[src/rtl/fetch_stage_if.sv]
// Fetch-stage bus bundle: instruction-memory port, redirect/halt control
// from later stages, and the decode-facing handshake.
interface fetch_stage_if #(
   parameter int ADDRESS_WIDTH = 32,
   parameter int DATA_WIDTH    = 32
);
   logic [ADDRESS_WIDTH-1:0] imem_addr;
   logic [DATA_WIDTH-1:0]    imem_data;
   logic                     redirect_valid;
   logic [ADDRESS_WIDTH-1:0] redirect_pc;
   logic                     halt_req;
   logic                     id_ready;
   logic                     id_valid;
   logic [DATA_WIDTH-1:0]    id_instr;
   logic [ADDRESS_WIDTH-1:0] id_pc;
   logic [ADDRESS_WIDTH-1:0] id_pc_plus4;
   logic                     fetch_err;

   // Fetch-stage side.
   modport master (
      output imem_addr,
      input  imem_data,
      input  redirect_valid,
      input  redirect_pc,
      input  halt_req,
      input  id_ready,
      output id_valid,
      output id_instr,
      output id_pc,
      output id_pc_plus4,
      output fetch_err
   );

   // Memory / decode / control side.
   modport slave (
      input  imem_addr,
      output imem_data,
      output redirect_valid,
      output redirect_pc,
      output halt_req,
      output id_ready,
      input  id_valid,
      input  id_instr,
      input  id_pc,
      input  id_pc_plus4,
      input  fetch_err
   );
endinterface

[src/rtl/fetch_stage.sv]
// Instruction fetch stage: PC register, small {instr, pc, pc+4} FIFO toward
// decode, RUN/HALT control with redirect flush and sticky misalignment flag.
module fetch_stage #(
   parameter int                     ADDRESS_WIDTH = 32,
   parameter int                     DATA_WIDTH    = 32,
   parameter logic [ADDRESS_WIDTH-1:0] RESET_PC    = '0,
   parameter int                     DEPTH         = 2
) (
   input  logic          clk,
   input  logic          rst,
   fetch_stage_if.master bus
);
   // Pointers and count sized for the legal DEPTH range 2..4.
   localparam int CNT_W = 3;
   localparam int PTR_W = 2;
   localparam logic [CNT_W-1:0] DEPTH_C  = CNT_W'(DEPTH);
   localparam logic [PTR_W-1:0] LAST_PTR = PTR_W'(DEPTH - 1);

   typedef enum logic {RUN = 1'b0, HALT = 1'b1} state_t;

   state_t                   state_q, state_d;
   logic [ADDRESS_WIDTH-1:0] pc_q, pc_d;
   logic [CNT_W-1:0]         count_q, count_d;
   logic [PTR_W-1:0]         rd_ptr_q, rd_ptr_d;
   logic [PTR_W-1:0]         wr_ptr_q, wr_ptr_d;
   logic                     err_q, err_d;
   logic                     push, pop, aligned;

   logic [DATA_WIDTH-1:0]    instr_q [DEPTH];
   logic [ADDRESS_WIDTH-1:0] pc_ent_q [DEPTH];
   logic [ADDRESS_WIDTH-1:0] pc4_ent_q [DEPTH];

   function automatic logic [PTR_W-1:0] next_ptr(input logic [PTR_W-1:0] p);
      return (p == LAST_PTR) ? '0 : p + 1'b1;
   endfunction

   assign aligned = (bus.redirect_pc[1:0] == 2'b00);

   // Next-state, push/pop decisions, PC and error flag; redirect dominates.
   always_comb begin
      state_d  = state_q;
      pc_d     = pc_q;
      count_d  = count_q;
      rd_ptr_d = rd_ptr_q;
      wr_ptr_d = wr_ptr_q;
      err_d    = err_q;
      pop      = 1'b0;
      push     = 1'b0;
      if (bus.redirect_valid) begin
         count_d  = '0;
         rd_ptr_d = '0;
         wr_ptr_d = '0;
         if (aligned) begin
            pc_d    = bus.redirect_pc;
            state_d = RUN;
         end else begin
            err_d   = 1'b1;
            state_d = HALT;
         end
      end else begin
         pop  = (count_q != '0) && bus.id_ready;
         push = (state_q == RUN) && !bus.halt_req && ((count_q < DEPTH_C) || pop);
         if (state_q == RUN && bus.halt_req) begin
            state_d = HALT;
         end
         if (push) begin
            pc_d     = pc_q + ADDRESS_WIDTH'(4);
            wr_ptr_d = next_ptr(wr_ptr_q);
         end
         if (pop) begin
            rd_ptr_d = next_ptr(rd_ptr_q);
         end
         case ({push, pop})
            2'b10:   count_d = count_q + 1'b1;
            2'b01:   count_d = count_q - 1'b1;
            default: count_d = count_q;
         endcase
      end
   end

   // Control state register.
   always_ff @(posedge clk) begin
      if (rst) begin
         state_q  <= RUN;
         pc_q     <= RESET_PC;
         count_q  <= '0;
         rd_ptr_q <= '0;
         wr_ptr_q <= '0;
         err_q    <= 1'b0;
      end else begin
         state_q  <= state_d;
         pc_q     <= pc_d;
         count_q  <= count_d;
         rd_ptr_q <= rd_ptr_d;
         wr_ptr_q <= wr_ptr_d;
         err_q    <= err_d;
      end
   end

   // FIFO storage; cleared on reset so the head reads zero afterwards.
   always_ff @(posedge clk) begin
      if (rst) begin
         for (int i = 0; i < DEPTH; i++) begin
            instr_q[i]   <= '0;
            pc_ent_q[i]  <= '0;
            pc4_ent_q[i] <= '0;
         end
      end else if (push) begin
         instr_q[wr_ptr_q]   <= bus.imem_data;
         pc_ent_q[wr_ptr_q]  <= pc_q;
         pc4_ent_q[wr_ptr_q] <= pc_q + ADDRESS_WIDTH'(4);
      end
   end

   assign bus.imem_addr   = pc_q;
   assign bus.id_valid    = (count_q != '0);
   assign bus.id_instr    = instr_q[rd_ptr_q];
   assign bus.id_pc       = pc_ent_q[rd_ptr_q];
   assign bus.id_pc_plus4 = pc4_ent_q[rd_ptr_q];
   assign bus.fetch_err   = err_q;

endmodule

[src/flat_wrapper.sv]
// flat-port wrapper written by rule: the top's interface ports become plain ports
module fetch_stage_flat 
#(
   parameter int                     ADDRESS_WIDTH = 32,
   parameter int                     DATA_WIDTH    = 32,
   parameter logic [ADDRESS_WIDTH-1:0] RESET_PC    = '0,
   parameter int                     DEPTH         = 2
)
  (clk, rst, bus_imem_addr, bus_imem_data, bus_redirect_valid, bus_redirect_pc, bus_halt_req, bus_id_ready, bus_id_valid, bus_id_instr, bus_id_pc, bus_id_pc_plus4, bus_fetch_err);
  fetch_stage_if #(.ADDRESS_WIDTH(ADDRESS_WIDTH), .DATA_WIDTH(DATA_WIDTH)) bus_i ();
  input  logic clk;
  input  logic rst;
  output wire logic [$bits(bus_i.imem_addr)-1:0] bus_imem_addr;
  input wire logic [$bits(bus_i.imem_data)-1:0] bus_imem_data;
  input wire logic [$bits(bus_i.redirect_valid)-1:0] bus_redirect_valid;
  input wire logic [$bits(bus_i.redirect_pc)-1:0] bus_redirect_pc;
  input wire logic [$bits(bus_i.halt_req)-1:0] bus_halt_req;
  input wire logic [$bits(bus_i.id_ready)-1:0] bus_id_ready;
  output wire logic [$bits(bus_i.id_valid)-1:0] bus_id_valid;
  output wire logic [$bits(bus_i.id_instr)-1:0] bus_id_instr;
  output wire logic [$bits(bus_i.id_pc)-1:0] bus_id_pc;
  output wire logic [$bits(bus_i.id_pc_plus4)-1:0] bus_id_pc_plus4;
  output wire logic [$bits(bus_i.fetch_err)-1:0] bus_fetch_err;
  assign bus_imem_addr = bus_i.imem_addr;
  assign bus_i.imem_data = bus_imem_data;
  assign bus_i.redirect_valid = bus_redirect_valid;
  assign bus_i.redirect_pc = bus_redirect_pc;
  assign bus_i.halt_req = bus_halt_req;
  assign bus_i.id_ready = bus_id_ready;
  assign bus_id_valid = bus_i.id_valid;
  assign bus_id_instr = bus_i.id_instr;
  assign bus_id_pc = bus_i.id_pc;
  assign bus_id_pc_plus4 = bus_i.id_pc_plus4;
  assign bus_fetch_err = bus_i.fetch_err;
  fetch_stage #(.ADDRESS_WIDTH(ADDRESS_WIDTH), .DATA_WIDTH(DATA_WIDTH), .RESET_PC(RESET_PC), .DEPTH(DEPTH)) u_core (.clk(clk), .rst(rst), .bus(bus_i));
endmodule
[config.mk]
export PLATFORM = sky130hd
export DESIGN_NAME = fetch_stage_flat
export DESIGN_NICKNAME = d
export VERILOG_FILES = /design/src/rtl/fetch_stage_if.sv /design/src/rtl/fetch_stage.sv /design/src/flat_wrapper.sv
export SDC_FILE = /design/constraint.sdc
export NUM_CORES = 1
export LEC_CHECK = 0
export CORE_ASPECT_RATIO = 1.4
export CORE_MARGIN = 10
export CORE_UTILIZATION = 40
export DETAILED_ROUTE_END_ITERATION = 16
export GPL_TIMING_DRIVEN = 0
export PLACE_DENSITY = 0.75
export SLEW_MARGIN = 10
export SYNTH_ARGS = -nofsm -noshare
export SYNTH_HDL_FRONTEND = slang
export SYNTH_SLANG_ARGS = --single-unit
[constraint.sdc]
create_clock -name clk -period 6.1 [get_ports clk]
set_input_delay 1.525 -clock clk [delete_from_list [all_inputs] [get_ports clk]]
set_output_delay 1.525 -clock clk [all_outputs]
set_load 0.03 [all_outputs]
==> results of run 1 <==
==> registers in the layout (all words and copies together), names as in the netlist, named ones only <==
register and flops:
u_core.bus.fetch_err 1, u_core.bus.imem_addr 32, u_core.count_q 3, u_core.instr_q 64, u_core.pc4_ent_q 60, u_core.pc_ent_q 64
u_core.rd_ptr_q 1, u_core.state_q 1, u_core.wr_ptr_q 1
==> kinds of logic (layout without fill, tap and decap cells) <==
group	after synthesis	count (layout)	synth area share, %
DFF	228	228	60.8
xor gates and xnor gates	32	32	2.64
buffers and inverters	71	313	2.85
AOI/OAI and AO/OA	80	80	5.21
adders and majority gates	2	2	0.307
and+or+nand+nor	341	341	17.3
muxes	103	103	10.8
==> cells in the final DEF, fill, tap and decap left out, drive strengths merged, types with 3 or more instances in the layout <==
| cell | instances |
|---|---|
| a31oi | 9 |
| nor3 | 17 |
| nor4 | 6 |
| clkbuf | 66 |
| dfxtp | 40 |
| edfxtp | 188 |
| and3 | 8 |
| and4 | 5 |
| mux2 | 94 |
| o31ai | 5 |
| mux2i | 9 |
| o32ai | 3 |
| o21ai | 18 |
| xor2 | 9 |
| xnor2 | 23 |
| clkinv | 8 |
| a2111oi | 3 |
| nand2 | 38 |
| nor2 | 100 |
| or4 | 3 |
| a211oi | 3 |
| nand4 | 9 |
| nor2b | 3 |
| buf | 27 |
| a21oi | 17 |
| inv | 10 |
| clkdlybuf4s50 | 198 |
| or3 | 5 |
| and2 | 127 |
| nand3 | 16 |
| a22oi | 3 |
==> area by class of cell <==
type / count / area share (%)
clock buffers: 29 / 4.41
flip-flops and latches: 228 / 46.8
well taps: 324 / 2.94
multi-input cells: 558 / 28.0
inverters: 9 / 0.245
plain buffers: 62 / 1.94
clock inverters: 13 / 0.854
repair buffers: 200 / 14.8
==> metal layers <==
metal / up-vias / GRT usage (%)
li1: 3515 / -
met5: - / 0
met1: 3590 / 19.2
met4: 0 / 7.92
met3: 65 / 2.87
met2: 300 / 30.5
==> power by group through the flow <==
stage / Combinational (uW) / Sequential [uW] / Clock, uW
after detailed placement: 515 / 1820 / 0
final: 511 / 1790 / 1370
after global placement: 505 / 1830 / 0
after floorplan: 263 / 1840 / 0
after global routing: 542 / 1800 / 1460
after CTS: 517 / 1790 / 1400
==> worst paths after layout <==
| check | depth (start not counted) | slack [ns] | start | end |
|---|---|---|---|---|
| worst max-delay path | 5 | 1.43 | flip-flop | bus_id_pc_plus4[1] |
| worst min-delay path | 2 | 0.46 | u_core.bus.fetch_err$_SDFFE_PP0P_ | u_core.bus.fetch_err$_SDFFE_PP0P_ |
| worst max register to register | 7 | 2.90 | u_core.count_q[2]$_SDFFE_PP0P_ | u_core.pc_ent_q[0][31]$_SDFFCE_PN0P_ |
| worst min register to register | 2 | 0.46 | u_core.bus.fetch_err$_SDFFE_PP0P_ | u_core.bus.fetch_err$_SDFFE_PP0P_ |
==> worst max-delay path: stages (launching register included) <==
cell and delay [ns]:
dfxtp_1 0.38, clkbuf_1 0.60, clkbuf_1 0.53, mux2_2 0.42
buf_4 0.13, clkdlybuf4s50_1 0.58
==> stage by stage <==
step                      instances  total power, uW  hold WS (ns)  setup WS, ns
final                          1423             3680         0.458          1.43
after global routing           1423             3800         0.482          1.28
after CTS                      1423             3710         0.455          1.37
after detailed placement       1381             2340         0.440          1.26
after global placement         1379             2340         0.445         -1.28
after floorplan                 857             2100         0.490          1.10
==> results.sh, run 1 <==
export IMPL_cp_start_kind="flip-flop"
export IMPL_io_buffers=198
export IMPL_period_share_pct=76.6
export IMPL_synth_edf_count=188
export IMPL_fillers=2251
export IMPL_wl_met3_mm=1.79
export IMPL_netlist_area_leader_share_pct=53.3
export IMPL_cts_resized=0
export IMPL_timing_hold_violations_final=0
export IMPL_path_clk_slew_ns=0.07
export IMPL_seq_area_sq_um=6450
export IMPL_antennaDiodeCount=0
export IMPL_worst_pin_slew_ns=1.19
export IMPL_wl_met2_mm=15.2
export IMPL_finalInstanceArea_sq_um=13800
export IMPL_post_cts_buffers=0
export IMPL_netlist_top_cells_count="188 x edfxtp_1, 126 x and2_1, 100 x nor2_1"
export IMPL_netlist_area_sq_um=10600
export IMPL_p_comb_share_pct=13.9
export IMPL_power_switching_uw=915
export IMPL_synth_main_ff_cell="edfxtp_1"
export IMPL_clock_sinks=228
export IMPL_synth_top_area_cell="edfxtp_1"
export IMPL_fin_skew_ns=0.0175
export IMPL_grtUsageTotal_pct=17.0
export IMPL_cts_hold_buf=0
export IMPL_antenna_found_initial=0
export IMPL_drc=0
export IMPL_synthCells=857
export IMPL_irDropWorstVdd_uv=215
export IMPL_yosys_warnings=0
export IMPL_rsz0062_at_grt="false"
export IMPL_ys_types=60
export IMPL_p_int_uw=2760
export IMPL_cts_tree="yes"
export IMPL_via_count=7470
export IMPL_setup_tns_ns=0
export IMPL_grt_ovfl_total=0
export IMPL_seq_area_frac_synth_pct=60.8
export IMPL_cp_arrival_ns=3.15
export IMPL_via_per_inst=5.25
export IMPL_postRouteAntennaNets=0
export IMPL_fp_dieArea_sq_um=33500
export IMPL_power_leakage_uw=0.00482
export IMPL_worstPathMaxFanout=10
export IMPL_drt_first_pass_iters=5
export IMPL_slew_headroom_pct=20.3
export IMPL_p_per_area_nw_per_um2=267
export IMPL_crit_type="reg2out"
export IMPL_clock_fmax_ghz=0.214
export IMPL_die_y_um=213
export IMPL_syn_to_final_growth_pct=30.0
export IMPL_ys_async_sr_fraction_pct=0
export IMPL_cts_buffer_depth=3
export IMPL_wirelength_mm=29.1
export IMPL_max_cap_violations=0
export IMPL_multi_input_area_sq_um=3860
export IMPL_p_sw_share_pct=24.9
export IMPL_highest_layer="met4"
export IMPL_m1WireLength_mm=10.9
export IMPL_status="finished, final reports clean"
export IMPL_postLayoutCoreUtil_pct=52.8
export IMPL_htree_num_levels=1
export IMPL_grt_pass1_vias=7694
export IMPL_clockPowerShare_pct=37.4
export IMPL_synth_area_leaders="edfxtp_1 53%, mux2_2 10%, dfxtp_1 7.6%"
export IMPL_rows=70
export IMPL_period_needed_ns=4.67
export IMPL_ios=199
export IMPL_p_seq_share_pct=48.7
export IMPL_grt_pass1_wl_mm=44.2
export IMPL_start_util_pct=40.6
export IMPL_drv_slew=0
export IMPL_fin_nets=1153
export IMPL_synth_most_common_cell="edfxtp_1"
export IMPL_hpwl_mm=21.8
export IMPL_min_path_type="reg2reg"
export IMPL_ys_ff_latch=228
export IMPL_core_sq_um=26100
export IMPL_cts_buffers=23
export IMPL_wl_per_cell_um=20.5
export IMPL_crit_required_ns=4.58
export IMPL_synth_avg_cell_area_sq_um=12.4
export IMPL_synth_nets=928
export IMPL_setup_violations=0
export IMPL_drtIter0Drc=488
export IMPL_insertion_delay_ns=0.52
export IMPL_die_width_um=158
export IMPL_grt_max_degree=58
export IMPL_clockRootBuffer="clkbuf_16"
export IMPL_drive_gt1_share_pct=15.0
export IMPL_crit_path_end_kind="primary output"
export IMPL_placed_cell_area_sq_um=13100
export IMPL_gp_congestion=0.919
(Power assumes the default switching activity.)
==> inputs of run 2 (changes only) <==
PLACE_DENSITY = 0.77   (was 0.75)
clock period = 4.1 ns   (was 6.1 ns; I/O delays follow)
==> results.sh, run 2 (synthesis gave the netlist of run 1 again) <==
export IMPL_irDropWorstVdd_uv=243
export IMPL_cts_tree="yes"
export IMPL_reg_largest_list="u_core.instr_q (64), u_core.pc_ent_q (64), u_core.pc4_ent_q (60)"
export IMPL_drive_gt1_share_pct=15.2
export IMPL_cts_buffer_depth=3
export IMPL_drt_first_pass_iters=5
export IMPL_worstPathMaxFanout=94
export IMPL_fin_nets=1150
export IMPL_ios=199
export IMPL_drtIter0Drc=545
export IMPL_gp_congestion=0.912
export IMPL_cp_slowest_cell="clkbuf_1"
export IMPL_slew_headroom_pct=17.2
export IMPL_fin_skew_ns=0.0179
export IMPL_setup_tns_ns=0
export IMPL_grtUsageTotal_pct=16.9
export IMPL_timing_hold_violations_final=0
export IMPL_cp_arrival_ns=3.89
export IMPL_hpwl_mm=21.5
export IMPL_grt_max_degree=95
export IMPL_core_sq_um=26100
export IMPL_io_buffers=198
export IMPL_clock_sinks=228
export IMPL_grt_ovfl_total=0
export IMPL_fp_dieArea_sq_um=33500
export IMPL_use_met3_pct=3.62
export IMPL_crit_type="in2reg"
export IMPL_fillers=2217
export IMPL_clockRootBuffer="clkbuf_16"
export IMPL_rrSetupSlack_ns=0.90
export IMPL_setup_violations=0
export IMPL_via_count=7397
export IMPL_die_y_um=213
export IMPL_crit_path_end_kind="flip-flop"
export IMPL_cpMostUsedCell="clkbuf_1"
export IMPL_insertion_delay_ns=0.51
export IMPL_dp_cells=1379
export IMPL_htree_num_levels=1
export IMPL_antennaDiodeCount=0
export IMPL_power_leakage_uw=0.00479
export IMPL_drv_slew=0
export IMPL_cp_start_kind="input pin"
export IMPL_fin_hold_ws_ns=0.475
export IMPL_rows=70
export IMPL_grt_busiest_layer="met2"
export IMPL_cts_buffers=23
export IMPL_worst_pin_slew_ns=1.23
export IMPL_wl_per_cell_um=20.5
export IMPL_layout_commonest_cell="clkdlybuf4s50_1"
export IMPL_final_cell_mix="198 x clkdlybuf4s50_1, 188 x edfxtp_1, 126 x and2_1, 100 x nor2_1, 94 x mux2_2"
export IMPL_die_width_um=158
export IMPL_postRouteAntennaNets=0
export IMPL_critPathTopFamily="buffers and inverters"
export IMPL_post_cts_buffers=0
export IMPL_slowest_delay_ns=0.72
export IMPL_crit_required_ns=4.13
export IMPL_min_path_type="reg2reg"
export IMPL_crit_chain="clkdlybuf4s50_1, o21ba_2, nand2b_1, or3_1, clkbuf_1, clkbuf_1, nand2_8"
export IMPL_period_share_pct=94.0
export IMPL_p_per_area_nw_per_um2=395
export IMPL_instances_no_fill=1419
export IMPL_start_util_pct=40.6
export IMPL_path_clk_slew_ns=0.07
export IMPL_grtUsageMet2_pct=30.2
export IMPL_clock_fmax_ghz=0.259
export IMPL_drc=0
export IMPL_grt_pass1_vias=7629
export IMPL_rsz0062_at_grt="false"
export IMPL_cp_num_buf_inv=3
export IMPL_syn_to_final_growth_pct=29.4
export IMPL_wirelength_mm=29.2
export IMPL_via_per_inst=5.21
export IMPL_grt_pass1_wl_mm=43.7
export IMPL_grtUsageMet1_pct=18.8
export IMPL_period_needed_ns=3.85
export IMPL_antenna_found_initial=0
export IMPL_max_cap_violations=0
export IMPL_status="finished, final reports clean"
run 2: cell types whose count changed in the layout (fill, tap and decap cells not counted), sizes merged:
cell / before / now
clkbuf: 66 / 69
bufinv: 2 / 1
buf: 27 / 25
clkinv: 8 / 4
run 2: where the power goes:
group / switching, uW / internal (uW)
logic: 440 / 314
registers: 56.0 / 2610
clock network: 861 / 1130
run 2: worst paths after layout:
| kind | start | end | cells after the start |
|---|---|---|---|
| setup / recovery | bus_id_ready | u_core.instr_q[0][3]$_SDFFCE_PN0P_ | 7 |
| hold / removal | u_core.bus.fetch_err$_SDFFE_PP0P_ | u_core.bus.fetch_err$_SDFFE_PP0P_ | 2 |
| setup reg to reg | u_core.count_q[2]$_SDFFE_PP0P_ | u_core.instr_q[0][3]$_SDFFCE_PN0P_ | 6 |
| hold reg to reg | u_core.bus.fetch_err$_SDFFE_PP0P_ | u_core.bus.fetch_err$_SDFFE_PP0P_ | 2 |
run 2: tightest hold or removal path, delay by kind of cell (launching register included):
family	cells	cell delay [ns]
DFF	1	0.32
AOI/OAI and AO/OA	1	0.06
buffers and inverters	1	0.05
run 2: per-stage QoR:
step                      cell area [sq um]  worst slack [ns]  util, %  total power (uW)
final                                 13700             0.245     52.6              5410
after global routing                  13700             0.186     52.6              5580
after CTS                             13700            0.0809     52.6              5440
after detailed placement              13000            -0.232     49.9              3480
after global placement                13000             -1.29     49.8              3470
after floorplan                       10600             0.511        -              3120
run 2: final cells by class:
class                           count  area, sq um  share of cell area, %
Sequential cell                   228         6450                   47.0
Multi-Input combinational cell    558         3880                   28.3
Timing Repair Buffer              198         1980                   14.4
Clock buffer                       33          626                   4.56
Tap cell                          324          405                   2.96
Buffer                             61          264                   1.92
Clock inverter                      8         77.6                  0.566
Inverter                            9         33.8                  0.246
run 2: timing repair:
item	CTS	global route
endpoints found under the setup margin	62	2
pin swaps	0	0
cloned	0	0
gates resized for setup	0	1
hold buffers	0	0
run 2: metal layers:
metal / share of wire (%) / up-vias
met5: 0 / -
met4: 4.0 / 0
met3: 6.3 / 64
met2: 52 / 263
met1: 38 / 3550
li1: - / 3520
==> inputs of run 3 (changes only) <==
GPL_TIMING_DRIVEN = not set   (was 0)
PLACE_DENSITY = 0.75   (was 0.77)
clock period = 4.3 ns   (was 4.1 ns; I/O delays follow)
==> results.sh, run 3 (synthesis gave the netlist of run 1 again) <==
export IMPL_fin_nets=1108
export IMPL_finalInstanceArea_sq_um=13800
export IMPL_start_util_pct=40.6
export IMPL_drtIter0Drc=538
export IMPL_status="finished, final reports clean"
export IMPL_placed_cell_area_sq_um=13000
export IMPL_grt_ovfl_total=0
export IMPL_drv_slew=0
export IMPL_ios=199
export IMPL_drt_first_pass_iters=5
export IMPL_crit_type="reg2out"
export IMPL_cts_tree="yes"
export IMPL_via_count=7218
export IMPL_fp_dieArea_sq_um=33500
export IMPL_insertion_delay_ns=0.51
export IMPL_grtUsageTotal_pct=16.6
export IMPL_clockRootBuffer="clkbuf_16"
export IMPL_htree_num_levels=1
export IMPL_clock_sinks=228
export IMPL_rows=70
export IMPL_path_clk_slew_ns=0.06
export IMPL_cts_buffers=23
export IMPL_layout_commonest_cell="clkdlybuf4s50_1"
export IMPL_die_y_um=213
export IMPL_timing_hold_violations_final=0
export IMPL_grt_pass1_wl_mm=43.6
export IMPL_io_buffers=198
export IMPL_reg_largest_list="u_core.instr_q (64), u_core.pc_ent_q (64), u_core.pc4_ent_q (60)"
export IMPL_final_cell_mix="198 x clkdlybuf4s50_1, 188 x edfxtp_1, 126 x and2_1, 99 x nor2_1, 94 x mux2_2"
export IMPL_p_per_area_nw_per_um2=392
export IMPL_min_path_type="reg2reg"
export IMPL_setup_violations=0
export IMPL_wl_per_cell_um=20.6
export IMPL_cp_arrival_ns=2.49
export IMPL_setup_tns_ns=0
export IMPL_antenna_found_initial=0
export IMPL_worst_pin_slew_ns=0.891
export IMPL_die_width_um=158
export IMPL_gp_congestion=0.892
export IMPL_via_per_inst=5.24
export IMPL_syn_to_final_growth_pct=30.0
export IMPL_clock_fmax_ghz=0.281
export IMPL_crit_required_ns=3.22
export IMPL_post_cts_buffers=0
export IMPL_slew_headroom_pct=40.6
export IMPL_rsz0062_at_grt="false"
export IMPL_core_sq_um=26100
export IMPL_worstPathMaxFanout=26
export IMPL_hpwl_mm=19.9
export IMPL_period_share_pct=82.9
export IMPL_cts_resized=0
export IMPL_grt_max_degree=63
export IMPL_min_from="u_core.bus.fetch_err$_SDFFE_PP0P_"
export IMPL_cts_buffer_depth=3
export IMPL_period_needed_ns=3.56
export IMPL_drive_gt1_share_pct=17.1
export IMPL_cp_start_kind="flip-flop"
export IMPL_max_cap_violations=0
export IMPL_grt_pass1_vias=7536
export IMPL_drc=0
export IMPL_worstReg2RegStart="u_core.bus.imem_addr[2]$_SDFFE_PP0P_"
export IMPL_postRouteAntennaNets=0
export IMPL_antennaDiodeCount=0
export IMPL_power_leakage_uw=0.00482
export IMPL_fin_skew_ns=0.00981
export IMPL_wirelength_mm=28.4
export IMPL_crit_path_end_kind="primary output"
export IMPL_cts_hold_buf=0
export IMPL_irDropWorstVdd_uv=235
[run 3: cell count changes in the layout (fill, tap and decap cells not counted), moves of 2 or more]
cell        previous run  this run
clkbuf_1              43         0
buf_2                 10         0
buf_1                  9         0
buf_4                  6        14
buf_12                 0         5
bufinv_16              1         5
clkinv_2               3         7
clkbuf_2               2         0
clkinvlp_4             2         4
nand2_4                1         3
nand2_8                2         0
[run 3: cell type report]
class | count | area, sq um
Fill cell | 2208 | 12300
Sequential cell | 228 | 6450
Multi-Input combinational cell | 558 | 3880
Timing Repair Buffer | 217 | 2190
Clock buffer | 24 | 589
Tap cell | 324 | 405
Clock inverter | 17 | 226
Inverter | 9 | 33.8
[run 3: critical path: stages (launching register included)]
cell and delay (ns):
dfxtp_4 0.55, buf_4 0.40, mux2_2 0.41, clkdlybuf4s50_1 0.61
[run 3: path summary, 6_finish.rpt]
kind                            cells after the start  slack [ns]                               endpoint
worst min-delay path                                2        0.46      u_core.bus.fetch_err$_SDFFE_PP0P_
worst max-delay path                                3        0.74                    bus_id_pc_plus4[23]
worst min register to register                      2        0.46      u_core.bus.fetch_err$_SDFFE_PP0P_
worst max register to register                      6        1.56  u_core.pc4_ent_q[0][12]$_SDFFCE_PN0P_
[run 3: stage by stage]
step / power [uW] / setup WS, ns / std cells / hold WS [ns] / util (%)
floorplan: 2980 / 0.661 / 857 / 0.490 / -
global placement: 3300 / 0.951 / 1336 / 0.443 / 49.7
detailed placement: 3310 / 0.911 / 1336 / 0.443 / 49.7
CTS: 5450 / 0.683 / 1377 / 0.460 / 52.8
global route: 5580 / 0.646 / 1377 / 0.502 / 52.8
finish: 5400 / 0.737 / 1377 / 0.457 / 52.8
[run 3: metal layers]
metal | up-vias | track usage (%) | wire (um)
li1 | 3433 | - | -
met1 | 3522 | 19.3 | 11100
met2 | 226 | 30.5 | 15200
met3 | 37 | 2.83 | 1590
met4 | 0 | 4.69 | 532
met5 | - | 0 | 0
[run 3: where the power goes]
| part | switching (uW) | total (uW) | leakage, uW | internal (uW) |
|---|---|---|---|---|
| combinational | 393 | 697 | 0.00216 | 304 |
| sequential | 71.7 | 2560 | 0.00227 | 2490 |
| clock | 846 | 2150 | 0.000395 | 1300 |
